**src/rtl/serial_sub_2_pkg.sv**
```systemverilog
// Shared constants and state encoding for the digit-serial subtractor.
package serial_sub_2_pkg;
  localparam int WIDTH_DEF  = 8;
  localparam int DIGIT_BITS = 2;

  typedef enum logic {
    IDLE = 1'b0,
    RUN  = 1'b1
  } state_e;
endpackage

```
**src/rtl/serial_sub_2_bla_2.sv**
```systemverilog
// 2-bit borrow-lookahead digit slice: dd = a - b - brw_in with group generate/propagate.
module bla_2
  import serial_sub_2_pkg::*;
(
  input  logic [DIGIT_BITS-1:0] a,
  input  logic [DIGIT_BITS-1:0] b,
  input  logic                  brw_in,
  output logic [DIGIT_BITS-1:0] dd,
  output logic                  g_out,
  output logic                  p_out,
  output logic                  brw_out
);
  logic [1:0] g_bit;
  logic [1:0] p_bit;
  logic       brw_mid;

  // A bit generates a borrow when a=0,b=1 and passes one through when a==b.
  assign g_bit   = ~a & b;
  assign p_bit   = ~(a ^ b);
  assign brw_mid = g_bit[0] | (p_bit[0] & brw_in);

  assign dd[0]   = a[0] ^ b[0] ^ brw_in;
  assign dd[1]   = a[1] ^ b[1] ^ brw_mid;

  assign g_out   = g_bit[1] | (p_bit[1] & g_bit[0]);
  assign p_out   = p_bit[1] & p_bit[0];
  assign brw_out = g_out | (p_out & brw_in);
endmodule

```
**src/rtl/serial_sub_2.sv**
```systemverilog
// Digit-serial subtractor, 2 bits per clock, LSB digit first; holds result and flags until next op.
//   state | meaning
//   IDLE  | waiting for start, result and flags held
//   RUN   | one digit processed per cycle, DIGITS cycles total
module serial_sub_2
  import serial_sub_2_pkg::*;
#(
  parameter int WIDTH = WIDTH_DEF
) (
  input  logic             clk,
  input  logic             rst_n,
  input  logic             start,
  input  logic [WIDTH-1:0] a,
  input  logic [WIDTH-1:0] b,
  input  logic             b_in,
  output logic             busy,
  output logic             done,
  output logic [WIDTH-1:0] d,
  output logic             b_out,
  output logic             zero,
  output logic             ovf
);
  localparam int DIGITS = WIDTH / DIGIT_BITS;
  localparam int CW     = (DIGITS > 1) ? $clog2(DIGITS) : 1;
  localparam logic [CW-1:0] LAST = CW'(DIGITS - 1);

  state_e          state_q;
  logic [CW-1:0]   cnt_q;
  logic [WIDTH-1:0] a_q, b_q, res_q, d_q;
  logic            brw_q, a_msb_q, b_msb_q;
  logic            busy_q, done_q, b_out_q, zero_q, ovf_q;

  logic [DIGIT_BITS-1:0] dd;
  logic            g_dig, p_dig, brw_d;
  logic            unused_gp;
  logic [WIDTH-1:0] res_d;

  bla_2 u_bla_2 (
    .a       (a_q[DIGIT_BITS-1:0]),
    .b       (b_q[DIGIT_BITS-1:0]),
    .brw_in  (brw_q),
    .dd      (dd),
    .g_out   (g_dig),
    .p_out   (p_dig),
    .brw_out (brw_d)
  );

  // Group generate/propagate are only needed when slices are chained in parallel.
  assign unused_gp = g_dig & p_dig;

  // New digit enters at the top so the LSB digit ends up at bit 0 after DIGITS shifts.
  assign res_d = (res_q >> DIGIT_BITS) | (WIDTH'(dd) << (WIDTH - DIGIT_BITS));

  always_ff @(posedge clk or negedge rst_n) begin
    if (!rst_n) begin
      state_q <= IDLE;
      cnt_q   <= '0;
      a_q     <= '0;
      b_q     <= '0;
      res_q   <= '0;
      brw_q   <= 1'b0;
      a_msb_q <= 1'b0;
      b_msb_q <= 1'b0;
      busy_q  <= 1'b0;
      done_q  <= 1'b0;
      d_q     <= '0;
      b_out_q <= 1'b0;
      zero_q  <= 1'b0;
      ovf_q   <= 1'b0;
    end else begin
      done_q <= 1'b0;
      case (state_q)
        IDLE: begin
          if (start) begin
            a_q     <= a;
            b_q     <= b;
            brw_q   <= b_in;
            a_msb_q <= a[WIDTH-1];
            b_msb_q <= b[WIDTH-1];
            cnt_q   <= '0;
            busy_q  <= 1'b1;
            state_q <= RUN;
          end
        end
        RUN: begin
          a_q   <= a_q >> DIGIT_BITS;
          b_q   <= b_q >> DIGIT_BITS;
          brw_q <= brw_d;
          res_q <= res_d;
          cnt_q <= cnt_q + CW'(1);
          if (cnt_q == LAST) begin
            state_q <= IDLE;
            busy_q  <= 1'b0;
            done_q  <= 1'b1;
            d_q     <= res_d;
            b_out_q <= brw_d;
            zero_q  <= (res_d == '0);
            ovf_q   <= (a_msb_q != b_msb_q) && (res_d[WIDTH-1] != a_msb_q);
          end
        end
        default: state_q <= IDLE;
      endcase
    end
  end

  assign busy  = busy_q;
  assign done  = done_q;
  assign d     = d_q;
  assign b_out = b_out_q;
  assign zero  = zero_q;
  assign ovf   = ovf_q;
endmodule

```
**config.mk**
```make
export PLATFORM = sky130hd
export DESIGN_NAME = serial_sub_2
export DESIGN_NICKNAME = d
export VERILOG_FILES = /design/src/rtl/serial_sub_2_pkg.sv /design/src/rtl/serial_sub_2_bla_2.sv /design/src/rtl/serial_sub_2.sv
export SDC_FILE = /design/constraint.sdc
export NUM_CORES = 1
export LEC_CHECK = 0
export ABC_AREA = 1
export CORE_MARGIN = 5
export CORE_UTILIZATION = 55
export DETAILED_ROUTE_END_ITERATION = 6
export PLACE_DENSITY = 0.84
export SLEW_MARGIN = 20
export SYNTH_ARGS = -nofsm -noshare
export SYNTH_HDL_FRONTEND = slang
export SYNTH_SLANG_ARGS = --single-unit
```
**constraint.sdc**
```tcl
create_clock -name clk -period 3.12 [get_ports clk]
set_input_delay 0.624 -clock clk [delete_from_list [all_inputs] [get_ports clk]]
set_output_delay 0.624 -clock clk [all_outputs]
set_load 0.02 [all_outputs]
```
==> results of run 1 <==
[per-stage QoR]
step	power [W]	util	area (µm²)	hold slack, ns
finish	0.002054	0.6992	2152	0.3780
global route	0.002240	0.6992	2152	0.4460
CTS	0.002076	0.6992	2152	0.3914
detailed placement	0.001779	0.6764	2082	0.4644
global placement	0.001748	0.6764	2082	0.4627
floorplan	0.001507	-	1767	0.3284
[power by group]
group | internal, W | leakage, nW | switching [W]
logic | 0.000371 | 0.463 | 0.000489
registers | 0.000749 | 0.522 | 0.000147
clock network | 0.000131 | 0.0413 | 0.000167
total | 0.00125 | 1.03 | 0.000803
[flip-flops by register name (all words and copies together), names as in the netlist, 2 cells and up]
signal  count
res_q       6
a_q         8
b_q         8
cnt_q       2
d           8
[cell type report]
type / instances / area (µm²) / share of cell area
clock buffer: 7 / 65.06 / 0.03023
clock inverter: 1 / 5.005 / 0.002326
inverter: 23 / 86.33 / 0.04012
multi-input combinational: 120 / 599.3 / 0.2785
sequential: 41 / 1026 / 0.4767
tap: 44 / 55.05 / 0.02558
timing repair buffer: 32 / 315.3 / 0.1465
[per-layer routing]
metal / vias up / share of wire / wire, µm
li1: 670 / - / -
met3: 8 / 0.057 / 177
met1: 616 / 0.45 / 1392
met4: 0 / 0.029 / 89
met2: 33 / 0.46 / 1434
met5: - / 0 / 0
[worst min-delay path by stage]
stage                          start                  end  slack [ns]  cells after the start
floorplan                      rst_n  a_msb_q$_DFFE_PN0P_        0.33                      0
global placement    zero$_DFFE_PN0P_     zero$_DFFE_PN0P_        0.46                      2
detailed placement  zero$_DFFE_PN0P_     zero$_DFFE_PN0P_        0.46                      2
CTS                            rst_n     d[4]$_DFFE_PN0P_        0.39                      1
global route                   rst_n     d[4]$_DFFE_PN0P_        0.45                      1
finish                         rst_n     d[0]$_DFFE_PN0P_        0.38                      1
[placed cells by master (no fill, tap or decap)]
cell / instances
o211ai_1: 4
a21oi_1: 2
inv_1: 20
ha_1: 3
clkbuf_8: 2
nand2_1: 63
clkdlybuf4s50_1: 31
o21ai_1: 13
nand3_1: 10
nand2_4: 1
clkbuf_4: 5
o211ai_2: 3
nor2_1: 9
a31oi_1: 1
nor2_4: 1
nor2_2: 1
clkinv_2: 1
inv_2: 3
buf_2: 1
a22o_1: 1
fa_1: 1
dfrtp_1: 41
o21ai_0: 7
[kinds of logic after synthesis]
group           Yosys count  synth area share
buf+inv                  30           0.08003
simple gates             85            0.1976
fa+ha+maj                 4           0.03258
flops                    41            0.5807
compound gates           31            0.1091
==> flow_summary.ini, run 1 <==
[outcome]
status = completed

[clock_network]
cts_tree = yes
cts_buffer_depth = 2
cts_resized = 0
cts_root_buffer = clkbuf_4
cts_buffers = 5
cts_setup_buffers = 0
cts_hold_buf = 0
clk_pin_slew_ns = 0.12
cts-htree-levels = 2
worstSkewPairLatency_ns = 0.35
clock_sinks = 41

[cells_and_area]
layout-drive-gt1-share = 0.08036
syn_to_final_growth_pct = 21.81
diodes = 0
final_nets = 247
instances_no_fill = 268
fill_cells = 280

[critical_path]
arrival_ns = 1.32
r2r_cells = 3
crit_end = busy
critPathKind = reg2out
worstSetupPathDepth = 1
path_max_fanout = 2
startpoint_type = register
crit_path_max_incr_delay_ns = 0.61
ff2ff_setup_slack_ns = 1.32
cp-end-kind = output port
worst-path-buf-inv = 1
reg2reg_from = state_q$_DFF_PN0_
crit_start = busy$_DFFE_PN0P_
crit_required_ns = 2.50
timing.rr.end = a_q[7]$_DFFE_PN0P_
crit_slowest_cell = clkdlybuf4s50_1
worstPathCellList = clkdlybuf4s50_1
cp_top_family = buffers and inverters

[power_and_ir_drop]
powerDensity_nw_per_um2 = 954.6
leakagePower_nw = 1.026
ir_drop_uv = 411.6

[synth]
yosysMostFrequentCell = nand2_1
synth_area_um2 = 1767
ys.warnings.count = 0
ys_ff_latch = 41
synth_top_area_share = 0.5807
ys_top_cells_by_count = nand2_1, dfrtp_1, inv_1, o21ai_1, nand3_1
synthArstFlopShare = 1.000
yosysSeqAreaShare = 0.5807
avgSynthCellArea_um2 = 9.250
synth_edf_count = 0
mappedNetlistNets = 215
synth_flop_cell = dfrtp_1
synth_cell_types = 21
synth_area_leaders = dfrtp_1, nand2_1, inv_1, o21ai_1, nand3_1
yosys.area.top_type = dfrtp_1
syn_inst = 191

[die]
initial_core_util = 0.5740
die_w_um = 66.68
die_h_um = 66.68
num_rows = 20
die_area_um2 = 4446
core_um2 = 3078
ios = 33

[global_route]
met2_usage = 0.2661
grt.overflow.total = 0
top_usage_layer = met2
grt_pass1_wl_um = 5375
first_global_vias = 1240
antenna_found_initial = 0
grt_max_degree = 42
grt_util_met1 = 0.2024
met3_usage = 0.04384
groute.usage.overall = 0.1682

[timing]
skew_ns = 0.004695
drv_slew = 0
setup_violations = 0
rsz0062_at_grt = no
finalSetupTns_ns = 0
min_period_ns = 1.944
period_share = 0.6230
tightest_slew_ns = 0.8789
setup_ws_ns = 1.176
hold_violations = 0
relSlewSlack = 0.4141
max_freq_mhz = 514.5

[drt]
wl_um = 3093
firstDrtPassIters = 4
vias = 1327
drt-vias-per-instance = 4.951
antenna_left = 0
drt_iter0_markers = 62
drc = 0
wl_per_cell_um = 11.54

[placed_design]
hpwl_um = 2160
placed_cells = 260
portBuffers = 32
routabilityCongestion = 0.7858
place_worst_setup_slack_ns = 0.9885

[worst_hold_path]
hold_class = in2async

[run]
cap_violations = 0
Power figures use the tool's default switching activity.
==> inputs of run 2 (changes only) <==
--- a/config.mk
+++ b/config.mk
@@ -7,9 +7,9 @@
 export LEC_CHECK = 0
 export ABC_AREA = 1
 export CORE_MARGIN = 5
-export CORE_UTILIZATION = 55
+export CORE_UTILIZATION = 51
 export DETAILED_ROUTE_END_ITERATION = 6
-export PLACE_DENSITY = 0.84
+export PLACE_DENSITY = 0.78
 export SLEW_MARGIN = 20
 export SYNTH_ARGS = -nofsm -noshare
 export SYNTH_HDL_FRONTEND = slang
==> constraint.sdc (replaced) <==
create_clock -name clk -period 1.9 [get_ports clk]
set_input_delay 0.38 -clock clk [delete_from_list [all_inputs] [get_ports clk]]
set_output_delay 0.38 -clock clk [all_outputs]
set_load 0.02 [all_outputs]
==> run 2 against run 1 <==
Effect of this change: core utilization down 4.3 points; final area up 1.7%; first-iteration DRC count is the same; flip-flop and latch count unchanged; power rose by 62%; wire length increased by 4.2%; critical endpoint is now d[3]; non-clock buffer count grew 5; highest routed layer unchanged; combinational power rose by 70%; setup slack worse by 0.98 ns; critical path depth unchanged.
==> flow_summary.ini, run 2 (synthesis gave the netlist of run 1 again) <==
[cells_and_area]
layout-drive-gt1-share = 0.09170
mostFrequentLayoutCell = nand2_1
fill_cells = 313
syn_to_final_growth_pct = 23.87
seqCellArea_um2 = 1026
diodes = 0
final_cell_mix = nand2_1, dfrtp_1, clkdlybuf4s50_1
final_nets = 252
final_util = 0.6558
multi_input_area_um2 = 599.3

[power_and_ir_drop]
leakagePower_nw = 1.045
powerDensity_nw_per_um2 = 1519
ir_drop_uv = 596.6
power.total_w = 0.003324

[clock_network]
cts_buffers = 5
worstSkewPairLatency_ns = 0.35
clock_sinks = 41
cts-htree-levels = 2
cts_tree = yes
cts_root_buffer = clkbuf_4
cts_resized = 0
clk_pin_slew_ns = 0.11
cts_buffer_depth = 2

[die]
die_w_um = 68.86
die_area_um2 = 4741
die_h_um = 68.86
core_um2 = 3337
initial_core_util = 0.5294
num_rows = 21
ios = 33

[global_route]
grt_max_degree = 25
grt.overflow.total = 0
antenna_found_initial = 0
grt_pass1_wl_um = 5644
first_global_vias = 1311
groute.usage.overall = 0.1647

[critical_path]
worst-path-buf-inv = 1
arrival_ns = 1.33
startpoint_type = register
cp_top_family = buffers and inverters
crit_slowest_cell = clkdlybuf4s50_1
crit_path_max_incr_delay_ns = 0.61
cp-end-kind = output port
path_max_fanout = 2
crit_required_ns = 1.52
worstPathCellList = clkdlybuf4s50_1
ff2ff_setup_slack_ns = 0.49
critPathKind = reg2out

[run]
cap_violations = 0

[timing]
skew_ns = 0.007571
rsz0062_at_grt = no
drv_slew = 0
tightest_slew_ns = 0.5661
max_freq_mhz = 586.2
setup_violations = 0
hold_violations = 0
min_period_ns = 1.706
finalSetupTns_ns = 0
period_share = 0.8978
relSlewSlack = 0.6226

[worst_hold_path]
hold_class = in2async

[drt]
wl_per_cell_um = 11.72
drt-vias-per-instance = 4.876
vias = 1341
antenna_left = 0
drt_iter0_markers = 62
drc = 0
wl_um = 3224
firstDrtPassIters = 4

[outcome]
status = completed

[placed_design]
portBuffers = 32
routabilityCongestion = 0.7751
hpwl_um = 2376
run 2: final cells by class:
class                      instances  share of cell area
clock buffer                       6             0.01887
clock inverter                     2            0.004574
timing repair buffer              37              0.1681
sequential                        41              0.4688
multi-input combinational        120              0.2739
inverter                          23             0.03945
tap                               46             0.02630
run 2: path summary, 6_finish.rpt:
path                                         from  cells after the start                   end
worst min register to register   zero$_DFFE_PN0P_                      2      zero$_DFFE_PN0P_
worst min-delay path                        rst_n                      2      d[0]$_DFFE_PN0P_
worst max register to register  state_q$_DFF_PN0_                      4      zero$_DFFE_PN0P_
max in group asynchronous                   rst_n                      3  res_q[7]$_DFFE_PN0P_
min in group clk                 zero$_DFFE_PN0P_                      2      zero$_DFFE_PN0P_
worst max-delay path             d[3]$_DFFE_PN0P_                      1                  d[3]
run 2: through the flow:
stage / instance area (µm²) / setup WS, ns / cells / hold slack, ns
6_report: 2188 / 0.1941 / 275 / 0.4812
5_1_grt: 2188 / 0.1239 / 275 / 0.5049
4_1_cts: 2188 / 0.1796 / 275 / 0.4908
3_5_place_dp: 2127 / 0.3388 / 266 / 0.3385
3_3_place_gp: 2127 / 0.3764 / 266 / 0.3383
2_1_floorplan: 1767 / 0.6235 / 191 / 0.08441
run 2: per-layer routing:
metal  share of wire  wire length, µm  GRT usage  up-vias
met4           0.014               46    0.08029        0
met5               0                0          0        -
met1            0.43             1395     0.2002      619
li1                -                -          -      682
met2            0.49             1574     0.2738       35
met3           0.065              208    0.03890        5
run 2: what timing repair did:
action                    CTS  global route
hold endpoints to repair   17             0
buffers inserted            0             0
hold buffers                1             0
run 2: report_power, final:
part           internal [W]  switching, W
Sequential          0.00123      0.000225
Combinational      0.000633      0.000825
Clock              0.000141      0.000269
Total               0.00201       0.00132
